## config.mk

```make
export PLATFORM = sky130hd
export DESIGN_NAME = control_unit_mc
export DESIGN_NICKNAME = d
export VERILOG_FILES = /design/src/rtl/control_unit_mc.sv
export SDC_FILE = /design/constraint.sdc
export NUM_CORES = 1
export LEC_CHECK = 0
export ABC_AREA = 1
export CAP_MARGIN = 20
export CORE_UTILIZATION = 56
export DETAILED_ROUTE_END_ITERATION = 7
export PLACE_DENSITY = 0.79
export SYNTH_ARGS = -nofsm -noshare
export SYNTH_HDL_FRONTEND = slang
export SYNTH_SLANG_ARGS = --single-unit
```

## constraint.sdc

```tcl
create_clock -name clk -period 2.95 [get_ports clk]
set_input_delay 0.4425 -clock clk [delete_from_list [all_inputs] [get_ports clk]]
set_output_delay 0.4425 -clock clk [all_outputs]
set_load 0.02 [all_outputs]
```

## src/rtl/control_unit_mc.sv

```systemverilog
// Multicycle control unit: fetch handshake, one-cycle execute, return-address stack.
// state | meaning
// FETCH | request instruction, latch Opcode into IR on imem_ack
// EXEC  | drive datapath controls decoded from IR for one cycle
// HALT  | all strobes idle until reset
module control_unit_mc #(
    parameter int PCW         = 10,
    parameter int STACK_DEPTH = 4
) (
    input  logic           clk,
    input  logic           reset,
    input  logic           imem_ack,
    input  logic [5:0]     Opcode,
    input  logic           zero,
    input  logic [PCW-1:0] pc_plus1,
    output logic           imem_req,
    output logic           pc_we,
    output logic           s_inc,
    output logic           s_ret,
    output logic           s_inm,
    output logic           we,
    output logic           wez,
    output logic [2:0]     ALUOp,
    output logic [PCW-1:0] ret_addr,
    output logic           halted,
    output logic           illegal,
    output logic           stack_err
);

    localparam int SPW   = $clog2(STACK_DEPTH + 1);
    localparam int SLOTS = 1 << SPW;

    typedef enum logic [1:0] {FETCH, EXEC, HALT} state_t;

    state_t         state, state_nxt;
    logic [5:0]     ir;
    logic [SPW-1:0] sp;
    logic [PCW-1:0] stack_mem [SLOTS];
    logic           err_q;
    logic           stack_empty, stack_full;
    logic           is_call, is_ret;
    logic [PCW-1:0] top;

    assign stack_empty = (sp == '0);
    assign stack_full  = (sp == SPW'(STACK_DEPTH));
    assign top         = stack_empty ? '0 : stack_mem[sp - SPW'(1)];
    assign is_call     = (state == EXEC) && (ir == 6'b011_000);
    assign is_ret      = (state == EXEC) && (ir == 6'b011_001);

    always_ff @(posedge clk) begin
        if (!reset) begin
            state <= FETCH;
            ir    <= '0;
            sp    <= '0;
            err_q <= 1'b0;
        end else begin
            state <= state_nxt;
            if (state == FETCH && imem_ack)
                ir <= Opcode;
            // A full-stack CALL still jumps; only the push is lost.
            if (is_call) begin
                if (!stack_full) begin
                    stack_mem[sp] <= pc_plus1;
                    sp            <= sp + SPW'(1);
                end else begin
                    err_q <= 1'b1;
                end
            end
            if (is_ret) begin
                if (!stack_empty)
                    sp <= sp - SPW'(1);
                else
                    err_q <= 1'b1;
            end
        end
    end

    always_comb begin
        state_nxt = state;
        imem_req  = 1'b0;
        pc_we     = 1'b0;
        s_inc     = 1'b1;
        s_ret     = 1'b0;
        s_inm     = 1'b0;
        we        = 1'b0;
        wez       = 1'b0;
        ALUOp     = 3'b000;
        halted    = 1'b0;
        illegal   = 1'b0;
        ret_addr  = top;
        stack_err = err_q;

        case (state)
            FETCH: begin
                imem_req = 1'b1;
                if (imem_ack)
                    state_nxt = EXEC;
            end
            EXEC: begin
                state_nxt = (ir[5:3] == 3'b111) ? HALT : FETCH;
                pc_we     = 1'b1;
                case (ir[5:3])
                    3'b000: begin
                        we    = 1'b1;
                        wez   = 1'b1;
                        ALUOp = ir[2:0];
                    end
                    3'b001: begin
                        we    = 1'b1;
                        s_inm = 1'b1;
                    end
                    3'b010: begin
                        case (ir[2:0])
                            3'b000:  s_inc   = 1'b0;
                            3'b001:  s_inc   = ~zero;
                            3'b010:  s_inc   = zero;
                            default: illegal = 1'b1;
                        endcase
                    end
                    3'b011: begin
                        case (ir[2:0])
                            3'b000:  s_inc   = 1'b0;
                            3'b001:  s_ret   = ~stack_empty;
                            default: illegal = 1'b1;
                        endcase
                    end
                    3'b111:  pc_we   = 1'b0;
                    default: illegal = 1'b1;
                endcase
            end
            HALT: halted = 1'b1;
            default: state_nxt = FETCH;
        endcase

        // Outputs are held at their idle values for as long as reset is low.
        if (!reset) begin
            imem_req  = 1'b0;
            pc_we     = 1'b0;
            s_inc     = 1'b1;
            s_ret     = 1'b0;
            s_inm     = 1'b0;
            we        = 1'b0;
            wez       = 1'b0;
            ALUOp     = 3'b000;
            halted    = 1'b0;
            illegal   = 1'b0;
            ret_addr  = '0;
            stack_err = 1'b0;
        end
    end

endmodule
```

==> results of run 1 <==
## worst paths after layout
path               from              end  slack, ns  cells after the start
hold reg to reg   ir[4]            ir[4]       0.51                      2
setup / recovery  sp[0]      ret_addr[3]       0.23                      9
hold / removal    ir[4]            ir[4]       0.51                      2
setup reg to reg  sp[0]  stack_mem[1][8]       0.71                      8
## cell type report
cell class / instances / area (µm²)
Clock buffer: 9 / 123.9
Clock inverter: 7 / 56.30
Fill cell: 546 / 2100
Inverter: 23 / 87.58
Multi-Input combinational cell: 239 / 1224
Sequential cell: 92 / 2643
Tap cell: 96 / 120.1
Timing Repair Buffer: 58 / 553.0
## logic make-up (layout without fill, tap and decap cells)
logic type / count (synthesis) / count (layout) / share of synthesized area
AO/OA/AOI/OAI: 79 / 79 / 0.1207
XOR/XNOR: 1 / 1 / 0.004013
adder cells (fa/ha/maj): 3 / 3 / 0.009260
buffers and inverters: 41 / 97 / 0.04938
AND/OR/NAND/NOR: 156 / 156 / 0.1648
flip-flops: 92 / 92 / 0.6519
## critical path: cells and delay by family, from the launching register on
family | cells | cell delay (ns)
compound gates | 1 | 0.11
xor+xnor | 1 | 0.16
fa+ha+maj | 1 | 0.29
buf+inv | 4 | 0.89
flops | 1 | 0.35
simple gates | 2 | 0.12
## what timing repair did
| action | 4_1_cts | 5_1_grt |
|---|---|---|
| resized for setup | 10 | 1 |
| setup endpoints to repair | 10 | 2 |
| hold buffers | 0 | 0 |
| pin swaps | 0 | 0 |
## Yosys cell counts
master | number | area (µm²)
sky130_fd_sc_hd__a21oi_1 | 8 | 40.04
sky130_fd_sc_hd__buf_2 | 12 | 60.06
sky130_fd_sc_hd__buf_4 | 2 | 15.01
sky130_fd_sc_hd__buf_6 | 3 | 33.78
sky130_fd_sc_hd__clkbuf_1 | 1 | 3.750
sky130_fd_sc_hd__clkinv_2 | 1 | 5.000
sky130_fd_sc_hd__dfxtp_1 | 12 | 240.2
sky130_fd_sc_hd__edfxtp_1 | 80 | 2402
sky130_fd_sc_hd__ha_1 | 3 | 37.54
sky130_fd_sc_hd__inv_1 | 12 | 45.04
sky130_fd_sc_hd__inv_2 | 10 | 37.54
sky130_fd_sc_hd__nand2_1 | 40 | 150.1
sky130_fd_sc_hd__nand2_2 | 1 | 6.260
sky130_fd_sc_hd__nand3_1 | 5 | 25.02
sky130_fd_sc_hd__nand3_2 | 3 | 30.03
sky130_fd_sc_hd__nand3b_1 | 2 | 15.01
sky130_fd_sc_hd__nand3b_2 | 1 | 11.26
sky130_fd_sc_hd__nand4_1 | 1 | 6.260
sky130_fd_sc_hd__nor2_1 | 92 | 345.3
sky130_fd_sc_hd__nor2_2 | 4 | 25.02
sky130_fd_sc_hd__nor2_4 | 2 | 22.52
sky130_fd_sc_hd__nor3_1 | 3 | 15.01
sky130_fd_sc_hd__nor3_2 | 1 | 10.01
sky130_fd_sc_hd__o2111ai_1 | 1 | 8.760
sky130_fd_sc_hd__o211ai_1 | 1 | 7.510
sky130_fd_sc_hd__o211ai_2 | 10 | 125.1
sky130_fd_sc_hd__o21ai_0 | 37 | 185.2
sky130_fd_sc_hd__o21ai_1 | 12 | 60.06
sky130_fd_sc_hd__o22ai_1 | 10 | 62.56
sky130_fd_sc_hd__or2_2 | 1 | 6.260
sky130_fd_sc_hd__xor2_2 | 1 | 16.27
## layer usage
layer  GRT usage  part of all wire
met1      0.3467              0.43
met2      0.4044              0.50
met3     0.03981             0.049
met4     0.09394             0.014
met5           0                 0
## per-stage QoR
stage,cells,power (µW),cell area [µm²]
2_1_floorplan,372,1512,4054
3_3_place_gp,508,1569,4627
3_5_place_dp,508,1573,4627
4_1_cts,524,2333,4795
5_1_grt,524,2410,4807
6_report,524,2321,4807
## placed cells by master, fill, tap and decap left out, types with 2 or more instances in the layout
cell / n
sky130_fd_sc_hd__a21oi_1: 8
sky130_fd_sc_hd__buf_12: 2
sky130_fd_sc_hd__buf_4: 14
sky130_fd_sc_hd__clkbuf_8: 9
sky130_fd_sc_hd__clkdlybuf4s50_1: 32
sky130_fd_sc_hd__clkinvlp_4: 2
sky130_fd_sc_hd__dfxtp_1: 12
sky130_fd_sc_hd__dlygate4sd2_1: 10
sky130_fd_sc_hd__edfxtp_1: 80
sky130_fd_sc_hd__ha_1: 2
sky130_fd_sc_hd__inv_1: 12
sky130_fd_sc_hd__inv_2: 10
sky130_fd_sc_hd__inv_6: 3
sky130_fd_sc_hd__nand2_1: 40
sky130_fd_sc_hd__nand3_1: 5
sky130_fd_sc_hd__nand3_2: 3
sky130_fd_sc_hd__nand3b_1: 2
sky130_fd_sc_hd__nor2_1: 92
sky130_fd_sc_hd__nor2_2: 4
sky130_fd_sc_hd__nor2_4: 2
sky130_fd_sc_hd__nor3_1: 3
sky130_fd_sc_hd__o211ai_2: 10
sky130_fd_sc_hd__o21ai_0: 37
sky130_fd_sc_hd__o21ai_1: 12
sky130_fd_sc_hd__o22ai_1: 10
## sequential cells by signal, indices dropped and copies added (netlist names)
signal,cells
ir,6
stack_mem,80
state,2
err_q,1
sp,3
## power groups by stage
stage	clock (µW)	sequential, µW	combinational, µW
2_1_floorplan	0	1450	57.5
3_3_place_gp	0	1450	115
3_5_place_dp	0	1460	117
4_1_cts	790	1430	118
5_1_grt	853	1430	130
6_report	778	1430	118
==> impl_results.md, run 1 <==
* Status: finished clean
* Routed vias/inst at around 5.4
* Number of antenna diodes at 0
* Std-Cell Core Area at 6907 µm²
* Required time of the worst setup path at 2.51 ns
* Final worst slack at between 0.2 and 0.25 ns
* Fraction of power spent switching nets at 0.2312
* Crit Path Class: reg -> out
* Hold_ws at just over 0.5 ns
* RSZ-0062 raised after global routing: no
* Count of endpoints failing hold in the final timing report at 0
* Total leakage power at 0.001736 µW
* Remaining number of nets flagged by the antenna check after routing at 0
* Vertical die dimension at 87.08 µm
* Worst slew pin tran at 0.6544 ns
* Synth Net Count at approximately 400
* Worst-case headroom to the max-slew limit at 0.5621
* Crit path arrival time at 2.28 ns
* Worst setup EP type: output pin
* First-pass GRT wire length at 13.75 mm
* Vias in the first global route at 2,801
* Die Area at approximately 7600 µm²
* Flop and latch count out of synthesis at 92
* Overall global routing resource usage at 0.2510
* Clock H-tree levels at 3
* Combinational Power Share at 0.051
* Design internal power at approximately 1800 µW
* Sequential fraction of design power at 0.614
* DRC Markers at 0
* Critical Path Max Stage Delay at between 0.3 and 0.4 ns
* Clock period minus final worst setup slack at about 2.7 ns
* Cell Pwr Density at 482.9 nW/µm²
* Setup Total Neg Slack at 0 ns
* Type of the most critical hold path: reg -> reg
* Post-route core utilization at 0.6960
* Seq/Total Area, Yosys at 0.6519
* Max Transition Viols Final at 0
* Area overhead of the layout relative to synthesis at 18.58%
* Root buf cell: sky130_fd_sc_hd__clkbuf_8
* Register clock-pin slew on the reported worst setup and hold paths at 0.09 ns
* Clock latency of the later-clocked register in the worst-skew pair at approximately 0.36 ns
* Placer Congestion at 0.8167
* Highest Clock Rate at 367.5 MHz
* Routed vias at 2,825
* Final net count at roughly 450
* Worst setup skew after layout at approximately 0.011 ns
* Synthesized instance count at 372
* Number of distinct library cells after synthesis at 31
* DRC violation total after the first TritonRoute iteration at 177
* Dpl ws at roughly 0.27 ns
* Highest ir drop seen on vdd at 0.0003340 V
* Clock network fraction of design power at 0.335
* Chip width at 87.08 µm
* Io pins at 43
* Number of antenna violations at the first check in global routing at 0
* Part of the cycle the worst path needs at 0.9225
* Detailed-route wire length per cell at 16.02 µm
* Setup crit start kind: flop
* Setup-failing EPs final at 0
* Effective utilization at floorplan at 0.5870
* Final Routed Wirelength at 8.396 mm
* Slowest stage cell, crit path: sky130_fd_sc_hd__dfxtp_1
* Clock tree from TritonCTS: yes
* Post-Synthesis Cell Area at slightly above 4000 µm²
* Number of warnings reported in the yosys synthesis log at 0
* Clock sink count at between 90 and 100
* Max-Cap Viols at 0
* Grt total ovfl at 0
* Setup fix buffers added after clock tree synthesis at 0
* Maximum buffer depth of the clock tree at 2
* Pin count of the biggest net entering global routing at 44
* Syn_area_per_cell at around 11 µm²
* Fraction of final layout cells sized beyond drive strength 1 at 0.1565
* Post-detail-place hpwl at around 5.7 mm
* Largest fanout on the critical path at 14
* Cells traversed along the worst timing path: clkinv_2 -> ha_1 -> xor2_2 -> inv_2 -> buf_12 -> o211ai_2 -> nand2_1 -> nor2_1 -> dlygate4sd2_1
* Net switching power of the design at about 540 µW
* TritonCTS buffer count at 9
* Count of TritonRoute iterations in the first routing pass at 4
* Number of I/O port buffers at 42
* Number of standard-cell rows in the floorplan at 30
No activity file was read; power rests on OpenSTA's default activity.
==> run 2: changes to the inputs <==
- CELL_PAD_IN_SITES_DETAIL_PLACEMENT: not set -> 0
- CELL_PAD_IN_SITES_GLOBAL_PLACEMENT: not set -> 1
- CORE_UTILIZATION: 56 -> 50
- DONT_BUFFER_PORTS: not set -> 1
- PLACE_DENSITY: 0.79 -> not set
- PLACE_DENSITY_LB_ADDON: not set -> 0.1
==> impl_results.md, run 2 (same netlist as run 1, synthesis figures left out) <==
* Clock network fraction of design power at 0.395 (was 0.335)
* Clock tree from TritonCTS: yes (unchanged)
* Clock H-tree levels at 3 (unchanged)
* Area overhead of the layout relative to synthesis at 10.37% (was 18.58%)
* Setup crit start kind: flop (unchanged)
* Grt total ovfl at 0 (unchanged)
* Register clock-pin slew on the reported worst setup and hold paths at 0.10 ns (was 0.09 ns)
* Flop-to-flop setup slack at 0.83 ns (was 0.71 ns)
* Number of standard-cell rows in the floorplan at 32 (was 30)
* Largest register FFs at 80 (unchanged)
* Design internal power at 1929 µW (was 1785 µW)
* Routed vias/inst at 5.424 (was 5.391)
* Effective utilization at floorplan at 0.5219 (was 0.5870)
* Fraction of final layout cells sized beyond drive strength 1 at 0.1908 (was 0.1565)
* Final Routed Wirelength at 8.771 mm (was 8.396 mm)
* Root buf cell: sky130_fd_sc_hd__clkbuf_8 (unchanged)
* Largest registers: stack_mem: 80 flops, ir: 6 flops, sp: 3 flops (unchanged)
* TritonCTS buffer count at 9 (unchanged)
* Pin count of the biggest net entering global routing at 44 (unchanged)
* Clock sink count at 92 (unchanged)
* Clock latency of the later-clocked register in the worst-skew pair at 0.37 ns (was 0.36 ns)
* Detailed-route wire length per cell at 17.72 µm (was 16.02 µm)
* Remaining number of nets flagged by the antenna check after routing at 0 (unchanged)
* Max-Cap Viols at 0 (unchanged)
* First-pass GRT wire length at 13.59 mm (was 13.75 mm)
* Number of I/O port buffers at 0 (was 42)
* Setup Total Neg Slack at 0 ns (unchanged)
* DRC Markers at 0 (unchanged)
* Count of TritonRoute iterations in the first routing pass at 4 (unchanged)
* Total leakage power at 0.001588 µW (was 0.001736 µW)
* Crit path arrival time at 2.22 ns (was 2.28 ns)
* Net switching power of the design at 535.2 µW (was 536.6 µW)
* Worst-case headroom to the max-slew limit at 0.5826 (was 0.5621)
* Highest-count cells in the layout ignoring fill and taps: sky130_fd_sc_hd__nor2_1, sky130_fd_sc_hd__edfxtp_1, sky130_fd_sc_hd__nand2_1 (unchanged)
* Worst setup EP type: output pin (unchanged)
* Setup-failing EPs final at 0 (unchanged)
* Sequential fraction of design power at 0.578 (was 0.614)
* Setup fix buffers added after clock tree synthesis at 0 (unchanged)
* Slowest stage cell, crit path: sky130_fd_sc_hd__ha_2 (was sky130_fd_sc_hd__dfxtp_1)
* Type of the most critical hold path: in -> reg (was reg -> reg)
* DRC violation total after the first TritonRoute iteration at 139 (was 177)
* Highest ir drop seen on vdd at 0.0003420 V (was 0.0003340 V)
* Fraction of power spent switching nets at 0.2172 (was 0.2312)
* Std-Cell Core Area at 7767 µm² (was 6907 µm²)
* Die Area at 8472 µm² (was 7583 µm²)
* Number of antenna diodes at 0 (unchanged)
* Routed vias at 2,685 (was 2,825)
* Post-detail-place hpwl at 5.734 mm (was 5.737 mm)
* Cells traversed along the worst timing path: inv_1 -> ha_2 -> buf_4 -> o21ai_0 -> o22ai_1 -> nor2_1 -> nor2_1 -> buf_4 (was clkinv_2 -> ha_1 -> xor2_2 -> inv_2 -> buf_12 -> o211ai_2 -> nand2_1 -> nor2_1 -> dlygate4sd2_1)
* Io pins at 43 (unchanged)
* Critical Path Max Stage Delay at 0.47 ns (was 0.35 ns)
* Crit Path Class: reg -> out (unchanged)
* Overall global routing resource usage at 0.2212 (was 0.2510)
* Status: finished clean (unchanged)
* Final net count at 411 (was 446)
* Worst setup skew after layout at 0.01466 ns (was 0.01079 ns)
* Worst slew pin tran at 0.6214 ns (was 0.6544 ns)
* Cell Pwr Density at 550.8 nW/µm² (was 482.9 nW/µm²)
* Maximum buffer depth of the clock tree at 2 (unchanged)
* Commonest non-fill, non-tap cell in the layout: sky130_fd_sc_hd__nor2_1 (unchanged)
* Required time of the worst setup path at 2.51 ns (about the same)
* Largest fanout on the critical path at 11 (was 14)
* Highest Clock Rate at 375.4 MHz (was 367.5 MHz)
* Max Transition Viols Final at 0 (unchanged)
* Vertical die dimension at 92.05 µm (was 87.08 µm)
* Part of the cycle the worst path needs at 0.9031 (was 0.9225)
* Chip width at 92.05 µm (was 87.08 µm)
* Largest register by flop count: stack_mem (unchanged)
* Number of antenna violations at the first check in global routing at 0 (unchanged)
* Vias in the first global route at 2,555 (was 2,801)
* RSZ-0062 raised after global routing: no (unchanged)
* Clock period minus final worst setup slack at 2.664 ns (was 2.721 ns)
* Number of instances in the placed design at 479 (was 508)
* Filler-free cell count of the finished design at 495 (was 524)
* Placer Congestion at 0.8014 (was 0.8167)
* Combinational Power Share at 0.027 (was 0.051)
* Count of endpoints failing hold in the final timing report at 0 (unchanged)
## run 2: cell types whose count changed in the layout (fill, tap and decap cells not counted), sizes merged
cell / previous run / this run
bufinv: 0 / 2
inv: 26 / 25
buf: 16 / 23
clkdlybuf4s50: 32 / 0
clkinv: 2 / 1
dlygate4sd2: 10 / 0
## run 2: power by group through the flow
stage                     Clock (µW)  Sequential [µW]  Combinational (µW)
after CTS                        987             1430                67.5
after global routing            1040             1430                76.1
final                            972             1430                66.8
after global placement             0             1460                66.8
after floorplan                    0             1450                57.5
after detailed placement           0             1460                67.2
## run 2: what timing repair did
action | 4_1_cts | 5_1_grt
resized for setup | 0 | 1
hold buffers | 0 | 0
endpoints found under the setup margin | 0 | 1
## run 2: final cells by class
class	count	area, µm²
clock buffer	9	123.9
clock inverter	7	106.4
fill	677	3293
inverter	23	87.58
multi-input combinational	239	1214
sequential	92	2643
tap	102	127.6
timing repair buffer	23	172.7
## run 2: path summary, 6_finish.rpt
| check | from | cells past startpoint | end |
|---|---|---|---|
| setup / recovery | sp[1] | 8 | ret_addr[4] |
| hold / removal | pc_plus1[7] | 0 | stack_mem[0][7] |
| setup reg to reg | sp[1] | 8 | stack_mem[2][6] |
| hold reg to reg | ir[4] | 2 | ir[4] |
## run 2: critical path: cells and delay by family (launching register included)
kind                     cells  cell delay (ns)
adder cells (fa/ha/maj)      1             0.47
AO/OA/AOI/OAI                2             0.31
AND/OR/NAND/NOR              2             0.21
buffers and inverters        3             0.48
flip-flops                   1             0.38
## run 2: stage by stage
stage / utilization / hold WS [ns] / cell area (µm²) / worst slack, ns / total power, µW
after floorplan: - / 0.4562 / 4054 / 0.6591 / 1512
after global placement: 0.5461 / 0.4730 / 4242 / 0.6424 / 1522
after detailed placement: 0.5461 / 0.4896 / 4242 / 0.5989 / 1522
after CTS: 0.5757 / 0.1466 / 4472 / 0.1817 / 2480
after global routing: 0.5760 / 0.1394 / 4474 / 0.08068 / 2538
final: 0.5760 / 0.1589 / 4474 / 0.2859 / 2464
## run 2: per-layer routing
layer  track usage  part of all wire  up-vias
met5             0                 0        -
met4        0.1003             0.013        0
met3       0.03400             0.054       14
met2        0.3377              0.46       57
met1        0.3127              0.47     1294
li1              -                 -     1320
